--- src/rtl/axi4_lite_master_rw.sv ---
// Single-outstanding command port to AXI4-Lite master bridge; write and read each take 3 edges with a zero-wait slave.
// VALIDs are held until their own handshake, and transfer is ignored while busy.
module axi4_lite_master_rw #(
    parameter int ADDR_WIDTH = 4,
    parameter int DATA_WIDTH = 32,
    parameter int STRB_WIDTH = DATA_WIDTH / 8
) (
    input  logic                  ACLK,
    input  logic                  ARESET,
    output logic [ADDR_WIDTH-1:0] AWADDR,
    output logic                  AWVALID,
    input  logic                  AWREADY,
    output logic [DATA_WIDTH-1:0] WDATA,
    output logic [STRB_WIDTH-1:0] WSTRB,
    output logic                  WVALID,
    input  logic                  WREADY,
    input  logic [1:0]            BRESP,
    input  logic                  BVALID,
    output logic                  BREADY,
    output logic [ADDR_WIDTH-1:0] ARADDR,
    output logic                  ARVALID,
    input  logic                  ARREADY,
    input  logic [DATA_WIDTH-1:0] RDATA,
    input  logic [1:0]            RRESP,
    input  logic                  RVALID,
    output logic                  RREADY,
    input  logic                  transfer,
    input  logic                  write,
    input  logic [ADDR_WIDTH-1:0] addr,
    input  logic [DATA_WIDTH-1:0] wdata,
    input  logic [STRB_WIDTH-1:0] wstrb,
    output logic                  busy,
    output logic                  ready,
    output logic [DATA_WIDTH-1:0] rdata,
    output logic [1:0]            resp
);

    typedef enum logic [2:0] {
        IDLE,
        WR_AW_W,
        WR_B,
        RD_AR,
        RD_R
    } state_t;

    state_t state_q;

    // A channel counts as done once its VALID has dropped or is handshaking now.
    logic aw_done;
    logic w_done;

    assign aw_done = !AWVALID || AWREADY;
    assign w_done  = !WVALID  || WREADY;

    always_ff @(posedge ACLK or posedge ARESET) begin
        if (ARESET) begin
            state_q <= IDLE;
            AWADDR  <= '0;
            AWVALID <= 1'b0;
            WDATA   <= '0;
            WSTRB   <= '0;
            WVALID  <= 1'b0;
            BREADY  <= 1'b0;
            ARADDR  <= '0;
            ARVALID <= 1'b0;
            RREADY  <= 1'b0;
            busy    <= 1'b0;
            ready   <= 1'b0;
            rdata   <= '0;
            resp    <= 2'b00;
        end else begin
            ready <= 1'b0;
            case (state_q)
                IDLE: begin
                    if (transfer) begin
                        busy <= 1'b1;
                        if (write) begin
                            AWADDR  <= addr;
                            WDATA   <= wdata;
                            WSTRB   <= wstrb;
                            AWVALID <= 1'b1;
                            WVALID  <= 1'b1;
                            state_q <= WR_AW_W;
                        end else begin
                            ARADDR  <= addr;
                            ARVALID <= 1'b1;
                            state_q <= RD_AR;
                        end
                    end
                end
                WR_AW_W: begin
                    if (AWVALID && AWREADY) AWVALID <= 1'b0;
                    if (WVALID && WREADY)   WVALID  <= 1'b0;
                    if (aw_done && w_done) begin
                        BREADY  <= 1'b1;
                        state_q <= WR_B;
                    end
                end
                WR_B: begin
                    if (BVALID) begin
                        resp    <= BRESP;
                        ready   <= 1'b1;
                        BREADY  <= 1'b0;
                        busy    <= 1'b0;
                        state_q <= IDLE;
                    end
                end
                RD_AR: begin
                    if (ARREADY) begin
                        ARVALID <= 1'b0;
                        RREADY  <= 1'b1;
                        state_q <= RD_R;
                    end
                end
                RD_R: begin
                    if (RVALID) begin
                        rdata   <= RDATA;
                        resp    <= RRESP;
                        ready   <= 1'b1;
                        RREADY  <= 1'b0;
                        busy    <= 1'b0;
                        state_q <= IDLE;
                    end
                end
                default: state_q <= IDLE;
            endcase
        end
    end

endmodule

--- config.mk ---
export PLATFORM = sky130hd
export DESIGN_NAME = axi4_lite_master_rw
export DESIGN_NICKNAME = d
export VERILOG_FILES = /design/src/rtl/axi4_lite_master_rw.sv
export SDC_FILE = /design/constraint.sdc
export NUM_CORES = 1
export LEC_CHECK = 0
export ABC_CLOCK_PERIOD_IN_PS = 3200
export CELL_PAD_IN_SITES_DETAIL_PLACEMENT = 1
export CELL_PAD_IN_SITES_GLOBAL_PLACEMENT = 1
export CORE_MARGIN = 1.5
export CORE_UTILIZATION = 33
export CTS_BUF_LIST = sky130_fd_sc_hd__clkbuf_4
export DETAILED_ROUTE_END_ITERATION = 16
export PLACE_DENSITY_LB_ADDON = 0.1
export SLEW_MARGIN = 10
export SYNTH_ARGS = -nofsm -noshare
export SYNTH_HDL_FRONTEND = slang
export SYNTH_SLANG_ARGS = --single-unit
--- constraint.sdc ---
create_clock -name ACLK -period 3.2 [get_ports ACLK]
set_input_delay 0.64 -clock ACLK [delete_from_list [all_inputs] [get_ports ACLK]]
set_output_delay 0.64 -clock ACLK [all_outputs]
set_load 0.01 [all_outputs]
==> results.md <==
- Status: finished clean
- Worst-Skew Late Latency: 420 ps
- Via/cell ratio: roughly 4.5
- WP data required: approximately 3500 ps
- Pwr dens: between 800 and 900 mW/mm²
- Post-DP HPWL: roughly 6500 µm
- Antenna cell count: 0
- Sequential-to-total area share from yosys stat: 0.6075
- Crit share post-route: 0.6833
- Num Clock Sinks: 88
- CP arrival: around 2500 ps
- Crit end category: register
- Syn Inst Count: between 200 and 250
- Port-buffer cells: approximately 170
- Slew Limit Fails: 0
- Synthesized flop and latch total: roughly 90
- DRC: 0
- Layout cell share with drive strength beyond 1: 0.2366
- Placement Cell Area: about 0.0054 mm²
- Max cap viols: 0
- Slew @ Worst Pin: ~660 ps
- Routed vias: approximately 2,500
- CTS H-tree depth: 3
- Clock power share: 0.112
- Total track usage: 0.1563
- Logic gate share of total power: 0.490
- 1st-iter DRT viols: 58
- GRT busiest layer: met2
- Antenna violations before repair: 0
- Net Sw Frac: 0.3144
- WHS Path Cells: 1
- Chip height: 107.8 µm
- Max-Slew Margin vs Limit: 0.5566
- Pin count of the biggest net entering global routing: 40
- Largest family of logic cells by synthesized area: multiplexers
- TritonCTS clock tree: done
- Routed Antenna Nets: 0
- Fin Setup TNS: 0 ps
- Reg2Reg Depth: 4
- XOR/XNOR Fraction of Synth Area: 0
- Met3 usage: 0.03995
- HP Class: register to register
- Synth Area in Compound Gates: 0.03348
- Cts hold-fix bufs: 0
- Area share of and/or/nand/nor cells after synthesis: 0.04280
- Post-Synth Adder-Cell Area: 0
- Syn-to-layout area delta: 52.95%
- Count of final setup violators: 0
- Initial Utilization: 0.3358
- Global-route wire length before repair: 13,880 µm
- Core area: approximately 0.011 mm²
- Drt pass-1 iters: 4
- Post-CTS Setup Repair Bufs: 0
- Worst setup path class: register to register
- Post-layout min period: 2186 ps
- Startpoint Class: register
- Met2 usage: 0.2607
- Final Cell Area: 0.005544 mm²
- Gr ovfl total: 0
- Die area: 0.01162 mm²
- Met1 Use GR: 0.1968
- Slowest CP cell: or3b_1
- Crit path largest cell delay: about 570 ps
- Post-synthesis net count: about 310
- Core occupancy in the finished layout: 0.5137
- Worst VDD drop: between 0.3 and 0.4 mV
- Post-Syn Area: 0.003625 mm²
- Switching power: about 1600 µW
- Post-synth cell types: 31
- Final hold violations: 0
- Clk_skew: 15.30 ps
- Leak: around 0.0023 µW
- FMAX: 0.4574 GHz
- Final nets: 490
- Yosys warns: 0
- Vias in the first global route: approximately 2,700
- CP Cell Sequence: or3b_1 > nor2_8 > buf_4 > mux2_4
- Total I/O pin count: 170
- Number of CTS-inserted buffers: 9
- Clk root buf: clkbuf_4
- Routed wire per std cell: about 16 µm
- Seq pwr share: 0.398
- Num rows: 38
- Clock buffer depth: 2
- Post-synthesis mux area share: 0.2755
- Max FO, Critical Path: 16
- RSZ-0062 raised after global routing: false
- Internal cell power: 3392 µW
- Mean Syn Cell Area: around 16 µm²
- Die X: between 100 and 150 µm
- WL final: 8776 µm
- Clock transition at the registers of the reported paths: roughly 140 ps
- CTS resizes: 0
- GPL Wtd Cong: approximately 0.74
kinds of logic after synthesis:
group           count (synthesis)
compound gates                 20
simple gates                   25
buf+inv                        16
flops                          88
mux                            79
flip-flops by register name (all words and copies together), names as in the netlist:
name,count
ARVALID,1
WSTRB,4
resp,2
RREADY,1
AWVALID,1
WDATA,32
ARADDR,4
WVALID,1
rdata,32
ready,1
busy,1
AWADDR,4
BREADY,1
state_q,3
cell usage after synthesis:
library cell | count | area share
a21boi_0 | 1 | 0.0021
a21oi_1 | 10 | 0.014
a22oi_1 | 1 | 0.0021
a2bb2oi_1 | 1 | 0.0024
a31oi_1 | 4 | 0.0069
and2b_2 | 1 | 0.0024
buf_12 | 3 | 0.017
buf_2 | 1 | 0.0014
buf_6 | 5 | 0.016
dfrtp_1 | 88 | 0.61
inv_1 | 7 | 0.0073
mux2_1 | 6 | 0.019
mux2_2 | 40 | 0.12
mux2_4 | 30 | 0.12
mux2i_1 | 3 | 0.0083
nand2_1 | 3 | 0.0031
nand2_2 | 1 | 0.0017
nand2b_1 | 1 | 0.0017
nand3_1 | 1 | 0.0014
nand3b_1 | 2 | 0.0041
nor2_1 | 9 | 0.0093
nor2_2 | 1 | 0.0017
nor2_4 | 1 | 0.0031
nor2_8 | 1 | 0.0055
nor3_1 | 1 | 0.0014
o211a_1 | 1 | 0.0028
o211ai_1 | 1 | 0.0021
o21ai_0 | 1 | 0.0014
or3_1 | 1 | 0.0017
or3_4 | 1 | 0.0031
or3b_1 | 1 | 0.0024
through the flow:
| step | hold WS [ps] | instances | total power, µW | setup WS (ps) |
|---|---|---|---|---|
| 6_report | 503.2 | 550 | 4948 | 1014 |
| 5_1_grt | 531.4 | 550 | 5285 | 873.7 |
| 4_1_cts | 508.7 | 550 | 5043 | 981.4 |
| 3_5_place_dp | 477.7 | 534 | 4459 | 778.3 |
| 3_3_place_gp | 467.0 | 534 | 4414 | 813.3 |
| 2_1_floorplan | 503.4 | 228 | 3098 | 281.4 |
area by class of cell:
class,instances,area [µm²]
clock buffers,9,67.56
clock inverters,7,47.55
fillers,1099,5249
inverters,7,27.53
multi-input cells,124,1275
flip-flops and latches,88,2202
well taps,140,175.2
repair buffers,175,1749
layer usage:
| layer | up-vias | wire length, µm |
|---|---|---|
| met5 | - | 0 |
| met4 | 0 | 106 |
| met3 | 7 | 499 |
| met2 | 80 | 4344 |
| met1 | 1262 | 3826 |
| li1 | 1149 | - |
power by group through the flow:
| stage | Clock [µW] | Sequential, µW | Combinational (µW) |
|---|---|---|---|
| after floorplan | 0 | 2220 | 881 |
| after global placement | 0 | 1980 | 2430 |
| after detailed placement | 0 | 2000 | 2460 |
| after CTS | 595 | 1980 | 2470 |
| after global routing | 631 | 2050 | 2600 |
| final | 556 | 1970 | 2420 |
final timing paths:
| check | endpoint | start | slack [ps] |
|---|---|---|---|
| min reg2reg | WDATA[12] | WDATA[12] | 500 |
| max | rdata[9] | state_q[0] | 1010 |
| max in group asynchronous | WDATA[15] | ARESET | 1860 |
| min | WDATA[12] | WDATA[12] | 500 |
| min in group asynchronous | rdata[27] | ARESET | 610 |
| max reg2reg | rdata[9] | state_q[0] | 1010 |
layout by cell type (no fill, tap or decap), types with 2 or more instances in the layout:
master           instances
clkinvlp_4               3
clkbuf_4                 9
clkdlybuf4s50_1        169
dfrtp_1                 88
inv_1                    6
a31oi_1                  4
nand3b_1                 2
buf_4                    5
mux2i_1                  3
mux2_2                  40
clkinv_1                 2
mux2_1                   6
mux2_4                  30
nand2_1                  3
nor2_1                   9
a21oi_1                 10
worst max-delay path, delay by kind of cell, from the launching register on:
kind,cells,cell delay [ps]
mux,1,320
buf+inv,1,310
flops,1,510
simple gates,2,940
(Power assumes the default switching activity.)
